### config.mk
export PLATFORM = sky130hd
export DESIGN_NAME = mc_ctrl_fsm
export DESIGN_NICKNAME = d
export VERILOG_FILES = /design/src/rtl/mc_ctrl_fsm.sv
export SDC_FILE = /design/constraint.sdc
export NUM_CORES = 1
export LEC_CHECK = 0
export ABC_CLOCK_PERIOD_IN_PS = 4700
export BUFFER_PORTS_ARGS = -buffer_cell sky130_fd_sc_hd__buf_2
export CORE_MARGIN = 2
export CORE_UTILIZATION = 38
export CTS_CLUSTER_DIAMETER = 60
export DETAILED_ROUTE_END_ITERATION = 8
export GPL_ROUTABILITY_DRIVEN = 0
export GPL_TIMING_DRIVEN = 0
export HOLD_SLACK_MARGIN = 0.1
export PLACE_DENSITY = 0.83
export SYNTH_ARGS = -nofsm -noshare
export SYNTH_HDL_FRONTEND = slang
export SYNTH_SLANG_ARGS = --single-unit
### constraint.sdc
create_clock -name clk -period 4.7 [get_ports clk]
set_input_delay 1.41 -clock clk [delete_from_list [all_inputs] [get_ports clk]]
set_output_delay 1.41 -clock clk [all_outputs]
set_load 0.01 [all_outputs]
### src/rtl/mc_ctrl_fsm.sv
// Multicycle main controller: sequences each instruction through
// fetch/decode/execute/memory/writeback and decodes per-state datapath
// selects plus unconditioned write strobes for the condition logic.
module mc_ctrl_fsm (
   input  logic        clk,
   input  logic        rst_n,
   input  logic [31:0] instr,
   output logic        pcs,
   output logic        reg_w,
   output logic        mem_w,
   output logic [1:0]  flag_w,
   output logic [3:0]  cond,
   output logic        next_pc,
   output logic        ir_write,
   output logic        adr_src,
   output logic        alu_src_a,
   output logic [1:0]  alu_src_b,
   output logic [1:0]  alu_control,
   output logic [1:0]  result_src,
   output logic [1:0]  imm_src,
   output logic        retire,
   output logic [3:0]  state
);

   typedef enum logic [3:0] {
      S_FETCH  = 4'd0,
      S_DECODE = 4'd1,
      S_MEMADR = 4'd2,
      S_MEMRD  = 4'd3,
      S_MEMWB  = 4'd4,
      S_MEMWR  = 4'd5,
      S_EXECR  = 4'd6,
      S_EXECI  = 4'd7,
      S_ALUWB  = 4'd8,
      S_BRANCH = 4'd9
   } state_t;

   state_t     state_q, state_d;
   // Low until the first edge after reset release, so FETCH strobes only
   // start in the cycle following the release and are zero during reset.
   logic       active_q;

   logic [1:0] op;
   logic [5:0] funct;
   logic [3:0] cmd;
   logic [3:0] rd;
   logic       s_bit;
   logic       unused_instr;

   logic [1:0] dp_alu_ctl;
   logic       dp_no_write;
   logic       dp_arith;
   logic       dp_valid;

   assign op           = instr[27:26];
   assign funct        = instr[25:20];
   assign cmd          = funct[4:1];
   assign s_bit        = funct[0];
   assign rd           = instr[15:12];
   assign unused_instr = ^{instr[19:16], instr[11:0]};

   assign cond    = instr[31:28];
   assign imm_src = op;
   assign state   = state_q;

   // Data-processing command decode: ALU op, write suppression, flag class.
   always_comb begin
      dp_alu_ctl  = 2'b00;
      dp_no_write = 1'b1;
      dp_arith    = 1'b0;
      dp_valid    = 1'b0;
      case (cmd)
         4'b0100: begin dp_alu_ctl = 2'b00; dp_no_write = 1'b0; dp_arith = 1'b1; dp_valid = 1'b1; end
         4'b0010: begin dp_alu_ctl = 2'b01; dp_no_write = 1'b0; dp_arith = 1'b1; dp_valid = 1'b1; end
         4'b0000: begin dp_alu_ctl = 2'b10; dp_no_write = 1'b0; dp_valid = 1'b1; end
         4'b1100: begin dp_alu_ctl = 2'b11; dp_no_write = 1'b0; dp_valid = 1'b1; end
         4'b1010: begin dp_alu_ctl = 2'b01; dp_no_write = 1'b1; dp_arith = 1'b1; dp_valid = 1'b1; end
         default: begin dp_alu_ctl = 2'b00; dp_no_write = 1'b1; dp_arith = 1'b0; dp_valid = 1'b0; end
      endcase
   end

   // Next-state selection from the current state and instruction fields.
   always_comb begin
      state_d = S_FETCH;
      case (state_q)
         S_FETCH:  state_d = S_DECODE;
         S_DECODE: begin
            case (op)
               2'b01:   state_d = S_MEMADR;
               2'b00:   state_d = funct[5] ? S_EXECI : S_EXECR;
               2'b10:   state_d = S_BRANCH;
               default: state_d = S_FETCH;
            endcase
         end
         S_MEMADR: state_d = funct[0] ? S_MEMRD : S_MEMWR;
         S_MEMRD:  state_d = S_MEMWB;
         S_EXECR:  state_d = S_ALUWB;
         S_EXECI:  state_d = S_ALUWB;
         default:  state_d = S_FETCH;
      endcase
   end

   // State register; reset parks in FETCH and aborts any instruction in flight.
   always_ff @(posedge clk or negedge rst_n) begin
      if (!rst_n) begin
         state_q  <= S_FETCH;
         active_q <= 1'b0;
      end else begin
         active_q <= 1'b1;
         state_q  <= active_q ? state_d : S_FETCH;
      end
   end

   // Moore output decode; everything is held at zero until the FSM is active.
   always_comb begin
      pcs         = 1'b0;
      reg_w       = 1'b0;
      mem_w       = 1'b0;
      flag_w      = 2'b00;
      next_pc     = 1'b0;
      ir_write    = 1'b0;
      adr_src     = 1'b0;
      alu_src_a   = 1'b0;
      alu_src_b   = 2'b00;
      alu_control = 2'b00;
      result_src  = 2'b00;
      retire      = 1'b0;
      if (active_q) begin
         case (state_q)
            S_FETCH: begin
               ir_write   = 1'b1;
               next_pc    = 1'b1;
               alu_src_a  = 1'b1;
               alu_src_b  = 2'b10;
               result_src = 2'b10;
            end
            S_DECODE: begin
               alu_src_a  = 1'b1;
               alu_src_b  = 2'b10;
               result_src = 2'b10;
               retire     = (op == 2'b11);
            end
            S_MEMADR: alu_src_b = 2'b01;
            S_MEMRD:  adr_src = 1'b1;
            S_MEMWR: begin
               adr_src = 1'b1;
               mem_w   = 1'b1;
               retire  = 1'b1;
            end
            S_MEMWB: begin
               result_src = 2'b01;
               reg_w      = 1'b1;
               pcs        = (rd == 4'hF);
               retire     = 1'b1;
            end
            S_EXECR: alu_control = dp_alu_ctl;
            S_EXECI: begin
               alu_src_b   = 2'b01;
               alu_control = dp_alu_ctl;
            end
            S_ALUWB: begin
               alu_control = dp_alu_ctl;
               reg_w       = ~dp_no_write;
               pcs         = ~dp_no_write & (rd == 4'hF);
               flag_w      = dp_valid ? {s_bit, s_bit & dp_arith} : 2'b00;
               retire      = 1'b1;
            end
            S_BRANCH: begin
               alu_src_b  = 2'b01;
               result_src = 2'b10;
               pcs        = 1'b1;
               retire     = 1'b1;
            end
            default: ;
         endcase
      end
   end

endmodule

==> results.tsv <==
stage	metric	value	unit
outcome	status	finished clean	
run	Max Cap Viol	0	
synth	Mapped Cells	80	
cts	clock buffers created by TritonCTS	3	
global_routing	first-pass GRT wire length	2340	um
detailed_routing	routed length per instance	11.5	um
cts	depth of the CTS H-tree	1	
sta	final slew viol count	0	
cts	clock tree buffer depth	2	
cts	number of buffers inserted to repair setup after CTS	0	
synth	portion of the post-synthesis area used by sequential elements	0.200	
pwr	cell leakage power	0.000460	uW
global_routing	Remaining Overflow, GRT	0	
synth	fraction of post-synthesis cell area in the top cell type by area	0.200	
synth	number of flops mapped to enable cells by yosys	0	
setup_path	critical path type	input pin to primary output	
synth	number of distinct library cells after synthesis	37	
setup_path	arrival time at the worst endpoint	2.27	ns
setup_path	depth of the worst register-to-register path	4	
die	top-level port count	60	
cts	CTS tree	built	
die	overall die area	1990	um^2
cells_and_area	Post-Route Utilization	0.567	
global_routing	total global-route track usage	0.155	
sta	Fin. Hold Viols	0	
setup_path	Crit Path Max Fanout	3	
setup_path	capturing point of the worst reg2reg path	state[1]	
worst_hold_path	start point of the worst hold path	active_q	
sta	minimum clock period after layout	3.68	ns
cts	clock sink count	5	
synth	ys flop type	dfrtp_1	
cells_and_area	Syn-to-layout area delta	37.7	%
placed_design	HPWL reported at the end of detailed placement	1260	um
synth	netlist area before placement	627	um^2
detailed_routing	Final ANT Viol Nets	0	
sta	final sum of negative setup slack	0	ns
global_routing	via count of the first global-routing pass	541	
synth	number of register bits inferred by synthesis	5	
detailed_routing	number of DRC markers in iteration 0	9	
setup_path	required time reported for the critical path endpoint	3.29	ns
synth	post-synth top area cell	dfrtp_1	
detailed_routing	Routed WL	1590	um
placed_design	number of port buffers	38	
synth	net count after synthesis	114	
sta	setup repair after global routing missed its margin	no	
detailed_routing	DRC Markers	0	
die	placement row count	14	
cts	Worst-Skew Late Latency	0.24	ns
setup_path	Setup crit start kind	input pin	
detailed_routing	number of iterations in the first detailed-routing pass	4	
synth	most frequent cells after synthesis	buf_4, nor2_1, a21oi_1, dfrtp_1, nor2b_1	
setup_path	master of the slowest instance on the critical path	nor3b_4	
setup_path	Setup crit end kind	primary output	
setup_path	cell-by-cell listing of the critical path	buf_2 -> nor3b_4 -> nand4_1 -> a211oi_2 -> buf_2	
die	core footprint	1520	um^2
synth	share of flip-flops with an asynchronous set or reset after synthesis	1.00	
die	height of the chip	44.6	um
cells_and_area	number of fill cells in the layout	131	
synth	number of synthesis warnings	0	
sta	crit share post-route	0.784	
detailed_routing	vias post-DR	701	
sta	setup skew after layout	0.00769	ns
synth	top-count cell post-synth	buf_4	
synth	mean cell area of the mapped netlist	7.84	um^2
setup_path	slack of the worst reg-to-reg path	3.39	ns
pwr	PD cells	207	nW/um^2
worst_hold_path	endpoint with the worst hold slack	state[3]	
cells_and_area	share of post-route cells with drive strength above 1	0.484	
global_routing	maximum number of pins on one net before global-route repair	11	
setup_path	Crit path largest cell delay	0.22	ns
cts	root buffer selected by CTS	clkbuf_4	
cts	count of instances resized after the clock tree is built	0	
sta	count of final setup violators	0	
sta	top achievable clock speed	0.271	GHz
global_routing	initial antenna violation count	0	
cells_and_area	layout net count	157	
cells_and_area	antenna cells	0	
worst_hold_path	Worst Hold Depth	1	
cts	Reg clk slew, reported paths	0.05	ns
die	die width	44.6	um
setup_path	cell repeated most along the worst path	buf_2	
setup_path	Reg2Reg Launch Point	state[1]	
cts	hold bufs inserted after CTS	0	
die	Initial Utilization	0.411	
synth	ranking of synthesized cells by area	dfrtp_1, buf_4, nor2b_1	
pwr	worst-case vdd ir drop	0.193	mV
worst_hold_path	hold crit path type	flip-flop to flip-flop	
detailed_routing	vias per cell	5.08	
[critical path: cells and delay by family]
kind,cells,cell delay (ns)
AND/OR/NAND/NOR,2,0.38
buffers and inverters,2,0.27
AO/OA/AOI/OAI,1,0.21
[worst max-delay path by stage]
| stage | startpoint | cells past startpoint | end | slack, ns |
|---|---|---|---|---|
| 2_1_floorplan | instr[23] | 3 | flag_w[0] | 1.15 |
| 3_3_place_gp | instr[21] | 5 | flag_w[1] | 1.00 |
| 3_5_place_dp | instr[21] | 5 | flag_w[1] | 1.01 |
| 4_1_cts | instr[21] | 5 | flag_w[1] | 1.01 |
| 5_1_grt | instr[21] | 5 | flag_w[1] | 0.91 |
| 6_report | instr[21] | 5 | flag_w[1] | 1.02 |
[registers in the layout (all words and copies together) (netlist names)]
register,cells
active_q,1
state,4
[per-layer routing]
metal / track usage / share of wire
met1: 0.207 / 0.42
met2: 0.246 / 0.49
met3: 0.0408 / 0.090
met4: 0.0364 / 0
met5: 0 / 0
[kinds of logic (layout without fill, tap and decap cells)]
| kind of cell | count (synthesis) | in the layout | synth area share |
|---|---|---|---|
| AO/OA/AOI/OAI | 15 | 15 | 0.158 |
| XOR/XNOR | 3 | 3 | 0.0419 |
| buffers and inverters | 16 | 58 | 0.168 |
| flip-flops | 5 | 5 | 0.200 |
| multiplexers | 1 | 1 | 0.0160 |
| other | 1 | 1 | 0.00598 |
| AND/OR/NAND/NOR | 39 | 39 | 0.411 |
[power breakdown]
part	internal, uW	switching, uW
logic	35.9	43.1
clock network	32.1	17.4
registers	46.5	3.28
[layout by cell type, fill, tap and decap left out, drive strengths merged]
master,instances
and3,2
dfrtp,5
o211ai,1
or2,1
nor3,4
a211oi,2
a32oi,1
xor2,2
nor2,6
a21oi,5
nand4,3
nand3b,2
xnor2,1
nand3,1
buf,50
clkbuf,4
o2bb2ai,1
nor4b,1
a31oi,3
or3b,1
or3,1
mux2i,1
nand2b,2
o21ai,2
and3b,1
and4,1
conb,1
inv,4
nand2,3
nor3b,3
and2b,2
nor2b,5
[through the flow]
| stage | hold slack, ns | power [uW] | worst slack [ns] | instances | instance area [um^2] |
|---|---|---|---|---|---|
| floorplan | 0.559 | 101 | 1.15 | 80 | 627 |
| global placement | 0.622 | 127 | 1.00 | 134 | 837 |
| detailed placement | 0.649 | 129 | 1.01 | 134 | 837 |
| CTS | 0.643 | 181 | 1.01 | 138 | 863 |
| global route | 0.679 | 190 | 0.910 | 138 | 863 |
| finish | 0.644 | 178 | 1.02 | 138 | 863 |
[cell type report]
class | instances | area (um^2) | area share
Buffer | 12 | 90.1 | 0.104
Multi-Input combinational cell | 59 | 397 | 0.459
Tap cell | 16 | 20.0 | 0.0232
Clock buffer | 4 | 26.3 | 0.0304
Timing Repair Buffer | 38 | 190 | 0.220
Sequential cell | 5 | 125 | 0.145
Inverter | 4 | 15.0 | 0.0174
No activity file was read; power rests on OpenSTA's default activity.
